**src/rtl/mem_arbiter.sv**
```systemverilog
// mem_arbiter
//   Two-requester arbiter in front of one shared, fixed-latency memory port.
//   An instruction-fetch port and a load/store data port compete for the
//   memory. Ties are broken round-robin. Each transaction runs strictly
//   serially: grant, one issue cycle, LATENCY wait cycles, one response cycle.
//
// Ports
//   clk, rst                      clock, synchronous active-high reset
//   if_req, if_addr               fetch request (held until if_rvalid)
//   if_rvalid, if_rdata           fetch completion strobe and data
//   dm_req, dm_we, dm_addr,
//   dm_wdata, dm_wmask            data request (held until dm_rvalid)
//   dm_rvalid, dm_rdata           load data / store acknowledge strobe and data
//   mem_en, mem_we, mem_addr,
//   mem_wdata, mem_wmask          shared memory command port
//   mem_rdata                     memory read data, valid LATENCY cycles after mem_en
//   busy                          high whenever a transaction is in progress
//
// State   | meaning
// --------+---------------------------------------------------------------
// S_IDLE  | no transaction; arbitrate and latch the winning request
// S_ISSUE | drive mem_en for one cycle with the latched command
// S_WAIT  | count LATENCY cycles; capture mem_rdata on the last one
// S_RESP  | pulse the owner's rvalid; requests are ignored this cycle

module mem_arbiter #(
    parameter int ADDR_WIDTH = 32,
    parameter int LATENCY    = 2
) (
    input  logic                  clk,
    input  logic                  rst,

    input  logic                  if_req,
    input  logic [ADDR_WIDTH-1:0] if_addr,
    output logic                  if_rvalid,
    output logic [31:0]           if_rdata,

    input  logic                  dm_req,
    input  logic                  dm_we,
    input  logic [ADDR_WIDTH-1:0] dm_addr,
    input  logic [31:0]           dm_wdata,
    input  logic [3:0]            dm_wmask,
    output logic                  dm_rvalid,
    output logic [31:0]           dm_rdata,

    output logic                  mem_en,
    output logic                  mem_we,
    output logic [ADDR_WIDTH-1:0] mem_addr,
    output logic [31:0]           mem_wdata,
    output logic [3:0]            mem_wmask,
    input  logic [31:0]           mem_rdata,

    output logic                  busy
);

    typedef enum logic [1:0] {
        S_IDLE  = 2'd0,
        S_ISSUE = 2'd1,
        S_WAIT  = 2'd2,
        S_RESP  = 2'd3
    } state_t;

    localparam logic GRANT_IF = 1'b0;
    localparam logic GRANT_DM = 1'b1;

    // Counter value on the final wait cycle.
    localparam logic [3:0] WAIT_LAST = 4'(LATENCY - 1);

    state_t                r_state;
    state_t                w_next;

    // The most recent grant is also the owner of the transaction in flight,
    // so one register serves both the round-robin history and the response
    // routing.
    logic                  r_last_grant;
    logic                  r_we;
    logic [ADDR_WIDTH-1:0] r_addr;
    logic [31:0]           r_wdata;
    logic [3:0]            r_wmask;
    logic [3:0]            r_cnt;
    logic [31:0]           r_if_rdata;
    logic [31:0]           r_dm_rdata;

    logic                  w_any_req;
    logic                  w_grant_dm;
    logic                  w_wait_done;

    assign w_any_req   = if_req | dm_req;
    // DM wins when it is alone, or on a tie when IF was granted last.
    assign w_grant_dm  = dm_req & (~if_req | (r_last_grant == GRANT_IF));
    assign w_wait_done = (r_cnt == WAIT_LAST);

    always_ff @(posedge clk) begin
        if (rst) begin
            r_state <= S_IDLE;
        end else begin
            r_state <= w_next;
        end
    end

    always_comb begin
        w_next = r_state;
        case (r_state)
            S_IDLE:  if (w_any_req)   w_next = S_ISSUE;
            S_ISSUE:                  w_next = S_WAIT;
            S_WAIT:  if (w_wait_done) w_next = S_RESP;
            S_RESP:                   w_next = S_IDLE;
            default:                  w_next = S_IDLE;
        endcase
    end

    always_ff @(posedge clk) begin
        if (rst) begin
            r_last_grant <= GRANT_DM;
            r_we         <= 1'b0;
            r_addr       <= '0;
            r_wdata      <= '0;
            r_wmask      <= '0;
            r_cnt        <= '0;
            r_if_rdata   <= '0;
            r_dm_rdata   <= '0;
        end else begin
            case (r_state)
                S_IDLE: begin
                    if (w_any_req) begin
                        r_last_grant <= w_grant_dm;
                        if (w_grant_dm) begin
                            r_we    <= dm_we;
                            r_addr  <= dm_addr;
                            r_wdata <= dm_wdata;
                            r_wmask <= dm_wmask;
                        end else begin
                            r_we    <= 1'b0;
                            r_addr  <= if_addr;
                            r_wdata <= '0;
                            r_wmask <= 4'b0000;
                        end
                    end
                end
                S_ISSUE: begin
                    r_cnt <= '0;
                end
                S_WAIT: begin
                    if (!w_wait_done) begin
                        r_cnt <= r_cnt + 4'd1;
                    end else if (!r_we) begin
                        // Stores never reach here, so dm_rdata keeps the
                        // last loaded word across a store.
                        if (r_last_grant == GRANT_DM) begin
                            r_dm_rdata <= mem_rdata;
                        end else begin
                            r_if_rdata <= mem_rdata;
                        end
                    end
                end
                default: begin
                end
            endcase
        end
    end

    assign busy      = (r_state != S_IDLE);
    assign mem_en    = (r_state == S_ISSUE);
    assign mem_we    = (r_state == S_ISSUE) & r_we;
    assign mem_addr  = r_addr;
    assign mem_wdata = r_wdata;
    assign mem_wmask = r_wmask;
    assign if_rvalid = (r_state == S_RESP) & (r_last_grant == GRANT_IF);
    assign dm_rvalid = (r_state == S_RESP) & (r_last_grant == GRANT_DM);
    assign if_rdata  = r_if_rdata;
    assign dm_rdata  = r_dm_rdata;

endmodule
```
**config.mk**
```make
export PLATFORM = sky130hd
export DESIGN_NAME = mem_arbiter
export DESIGN_NICKNAME = d
export VERILOG_FILES = /design/src/rtl/mem_arbiter.sv
export SDC_FILE = /design/constraint.sdc
export NUM_CORES = 1
export LEC_CHECK = 0
export BUFFER_PORTS_ARGS = -buffer_cell sky130_fd_sc_hd__buf_2
export CORE_MARGIN = 4
export CORE_UTILIZATION = 52
export CTS_BUF_LIST = sky130_fd_sc_hd__clkbuf_8
export DETAILED_ROUTE_END_ITERATION = 10
export MAX_ROUTING_LAYER = met4
export PLACE_DENSITY_LB_ADDON = 0.05
export SYNTH_ARGS = -nofsm -noshare
export SYNTH_HDL_FRONTEND = slang
export SYNTH_SLANG_ARGS = --single-unit
```
**constraint.sdc**
```tcl
create_clock -name clk -period 3.4 [get_ports clk]
set_input_delay 0.68 -clock clk [delete_from_list [all_inputs] [get_ports clk]]
set_output_delay 0.68 -clock clk [all_outputs]
set_load 0.005 [all_outputs]
```
======== Word level (Yosys, flattened, before mapping) ========
Cells that the tools add are included.
storage, ports and cells
  bits in registers ....................... 140
  bits in latches ......................... 0
  RAM bits ................................ 0
  bits in read-only memories .............. 0
  input bits .............................. 137
  memories kept ........................... 0
operators by class
  add/subtract/negate cells ............... 1
  multipliers ............................. 0
  div/mod/pow operators ................... 0
  magnitude comparators ................... 0
  equal/unequal tests ..................... 7
  shifts and indexed selects .............. 0
  muxes and demuxes ....................... 9
  bitwise logic cells ..................... 9
  reduce and logical (&&, ||, !) cells .... 8
operator list
  operator               number
  $mux W32               2
  $mux W4                2
  $pmux W2 S4            1
  $pmux W4 S2            1
  $reduce_and A4 Y1      2
  $ne A2 B2 Y1 const B   3
  $reduce_and A2 Y1      3
  $add A4 B1 Y4 const B  1
  $and A1 B1 Y1          4
  $eq A2 B2 Y1 const B   2
  $eq A4 B1 Y1 const B   1
  $mux W2                2
  $reduce_bool A2 Y1     2
  $not A1 Y1             3
  $eq A2 B1 Y1 const B   1
  $logic_not A2 Y1       1
  $or A1 B1 Y1           2
  $mux W1                1

======== Logic depth before layout (Yosys ltp) ========
  depth in word-level cells ............... 4
  mapped depth ............................ 7
  depth with buffers taken out ............ 5

======== Worst setup path after synthesis ========
No wires, ideal clock.
  kind .................................... flip-flop to output port
  from .................................... reg r_state[0]
  to ...................................... out busy
  arrival time ............................ 1.294 ns
  required time ........................... 2.720 ns
  slack ................................... 1.426 ns
  cell stages (with the launch flop) ...... 6
  buffers on the path ..................... 2
  cells stage by stage .................... dfxtp_1 inv_1 ha_1 clkbuf_1 buf_1 inv_1
on the way
  word-level cells in the longest chain between the ends .. 1
RTL lines
  item                    line  source
  from (decl)             69    state_t r_state;
  from (signal assigned)  97    r_state <= w_next;
  $reduce_bool A2 Y1      162   assign busy = (r_state != S_IDLE);
  to (decl)               53    output logic busy
No other way between the ends.

======== Worst setup path in the final report ========
Same ends and word-level chain as after synthesis.

==> run summary <==
The root buffer cell chosen for the clock tree is clkbuf_8. After clock tree synthesis, the clock-pin slew on the worst setup and hold paths is 0.07 ns. For the post-synthesis cell area, the log shows 5840 µm². Averaged over all synthesized cells, the footprint is 10.3 µm². The hold-fix buffer count after cts came out at 0. Across the run, the number of max-cap violations was 0.

The number of gates given a new drive strength after cts was 0; the post-placement setup slack was 1.10 ns. The total track usage is 0.240. The initial standard-cell utilization of the core was 0.534; the average wire length per cell after detail routing was 15.8 µm.

The multiplexer share of the synthesized area was 0.166; the final weighted congestion in routability-driven placement was 0.795. For flop-to-flop paths, the worst setup slack is 1.07 ns. The ratio of final minimum period to clock period came out at 0.708. In the routed design, unresolved DRC markers number 0. From synthesis to final layout, the design area changed by 30.4%. For this run, the number of Yosys warnings is 0. Maximum fanout along the worst path: 41.

Including well taps, the total number of placed cells is 940. Detailed routing placed a total of 7.77 mm of wire on met2. The run gives 964 as the number of nets at the end of the flow. Leaving out fill and tap cells, the most frequent cell in the layout is buf_2. The longest clock path from root to sink contains 2 buffers.

The logs give 0 for the number of nets with antenna violations after detailed routing and 13000 µm² for the area of the die. Type of the most critical hold path: reg -> reg. Synthesis produced a netlist whose cell count is 568.

Setup violations remaining at the end of the flow were counted as 0. The flow ran to the end, and the final reports show no timing, DRC or antenna violations. In this run, the number of DRC markers left after iteration 0 of detailed routing was 240.

For the maximum number of pins on one net before global-route repair, the log shows 88. Input and output buffers added on the ports amount to 273. STA classifies the critical path endpoint as a primary output.

For the I/O pin count, the log shows 274. The worst relative slew slack came out at 0.290. The run gives 0 as the max-slew violation total from the final report. Synthesis instantiated 34 different standard cells from the library. The mean number of vias per cell works out to 5.21. The vertical die dimension was 114 µm. Counting every sink on the clock net gives 140.

The logs give 1 for the number of antenna violations at the first check in global routing and 945 µm for the length of routed met3 wiring. Summed over all layers, the global routing overflow is 0. For this run, the top clock speed supported by timing is 415 MHz.

Data on the critical path is required at its endpoint by 2.72 ns. After detailed routing, the wire length on met1 is 6.22 mm. Detailed placement ended at an HPWL of 11.0 mm. The number of nets in the synthesized netlist is 713. The worst setup path is launched from a flip-flop.

The simple-gate share of the synthesized area was 0.177. The compound-cell area share of the yosys netlist was 0.112. The worst voltage drop across the vdd grid is 457 µV, and the post-synthesis share of cell area spent on xor and xnor gates is 0. After filler insertion, the fill cell instance count of the layout stands at 880. The tools report the number of clock buffers inserted by TritonCTS as 17.

TritonCTS built the clock tree. After synthesis, the largest family of logic cells by area is simple AND/OR/NAND/NOR gates. The number of standard cells in the layout, taps in and fillers out was 973.

The tools report the data arrival at the endpoint of the critical path as 1.73 ns. The logs give 0.480 for the sequential element share of the synthesized area and 0 for the number of hold violations in the final report. In this run the core area contains 38 standard-cell rows.

Setup repair after global routing left no endpoint under its margin. Buffers added to address setup during post-CTS repair amount to 0. The tools report the core footprint as 10900 µm². The first global-routing pass estimated 24.3 mm of wire. The first TritonRoute pass finished after 4 iterations. CTS built an H-tree with a depth of 4. The actual slew at the worst max-slew pin is 1.07 ns. Wires add up to 15.3 mm.

The total negative slack for setup checks was 0 ns. The run gives 5068 as the number of global-route vias before repair. The routed layout has 5068 vias. After layout, the minimum clock period comes to 2.41 ns.

The library cells used most frequently in the layout, excluding fill and tap cells, are buf_2, dfxtp_1, nand2b_1. The run gives 0.43 ns as the clock latency of the later-clocked register in the worst-skew pair. The fraction of final layout cells with drive strength greater than 1 works out to 0.385.

The total power per unit cell area is 616 nW/µm². In this run, synthesis produced a sequential element count of 140. The tools report the leakage dissipation as 3.69 nW.

The overall die width is 114 µm. By startpoint and endpoint, the worst setup path is classified as reg -> out. Minimum setup slack in the final design: 0.993 ns.

The run gives 0.0159 ns as the final clock skew. The tools report the final hold slack as 0.471 ns. The synthesized-area fraction occupied by adder cells works out to 0.0171. Routed signal wires occupy layers up through met4.
==> layer usage <==
layer  vias up  track usage
li1       2497            -
met1      2344        0.285
met2       197        0.384
met3        30       0.0446
met4         0        0.130
met5         -            -
==> cells in the mapped netlist <==
master / n / share of area
dfxtp_1: 140 / 0.48
nand2b_1: 98 / 0.10
mux2i_1: 97 / 0.17
nor2_1: 70 / 0.045
a32oi_1: 37 / 0.055
a211oi_1: 33 / 0.042
clkbuf_1: 32 / 0.021
ha_1: 8 / 0.017
buf_1: 6 / 0.0039
buf_2: 4 / 0.0034
buf_6: 4 / 0.0077
inv_1: 4 / 0.0026
o21ai_0: 4 / 0.0034
a21oi_1: 3 / 0.0026
buf_12: 3 / 0.010
and2_1: 2 / 0.0021
nand2_1: 2 / 0.0013
nand3_1: 2 / 0.0017
nor2b_1: 2 / 0.0021
o21a_1: 2 / 0.0026
or4b_2: 2 / 0.0034
a21boi_0: 1 / 0.0013
a21o_1: 1 / 0.0013
a221o_1: 1 / 0.0017
a31oi_1: 1 / 0.0011
and4bb_2: 1 / 0.0021
nand3b_1: 1 / 0.0013
nand4b_1: 1 / 0.0015
nand4bb_1: 1 / 0.0019
nor3_1: 1 / 0.00086
nor3b_1: 1 / 0.0013
nor4b_4: 1 / 0.0041
or3_1: 1 / 0.0011
or3b_4: 1 / 0.0019
==> power breakdown <==
part / switching (W) / total [W] / internal, W
clock network: 0.000623 / 0.00135 / 0.000726
registers: 0.000129 / 0.00199 / 0.00186
logic: 0.000792 / 0.00135 / 0.000557
==> path summary, 6_finish.rpt <==
check	endpoint	cells after the start	startpoint
min reg2reg	if_rdata[31]	2	if_rdata[31]
max	busy	5	r_state[0]
max reg2reg	dm_rdata[9]	4	r_cnt[0]
min	if_rdata[31]	2	if_rdata[31]
==> layout make-up <==
cell class	count	area, µm²	share of cell area
Clock buffer	21	289	0.0379
Multi-Input combinational cell	375	2770	0.364
Sequential cell	140	2800	0.368
Clock inverter	11	118	0.0154
Tap cell	140	175	0.0230
Inverter	4	15.0	0.00197
Antenna cell	1	2.50	0.000329
Timing Repair Buffer	281	1440	0.189
==> stage by stage <==
stage / power [W] / instance area [µm²] / utilization
floorplan: 0.00288 / 5840 / -
global placement: 0.00331 / 7210 / 0.659
detailed placement: 0.00337 / 7210 / 0.659
CTS: 0.00473 / 7610 / 0.696
global route: 0.00498 / 7620 / 0.697
finish: 0.00469 / 7620 / 0.697
==> flip-flops by register name, indices dropped and copies added (netlist names) <==
name	cells
if_rdata	32
mem_wmask	4
dm_rdata	32
r_state	2
r_last_grant	1
r_cnt	4
mem_addr	32
mem_wdata	32
r_we	1
==> critical path, stage by stage (launching register included) <==
cell	delay [ns]
dfxtp_1	0.33
inv_1	0.15
ha_1	0.20
buf_4	0.40
inv_1	0.07
buf_2	0.13
==> logic make-up after synthesis <==
family                     after synthesis
muxes                                   97
and+or+nand+nor                        187
DFF                                    140
adders and majority gates                8
AOI/OAI and AO/OA                       83
buffers and inverters                   53
No activity file was read; power rests on OpenSTA's default activity.
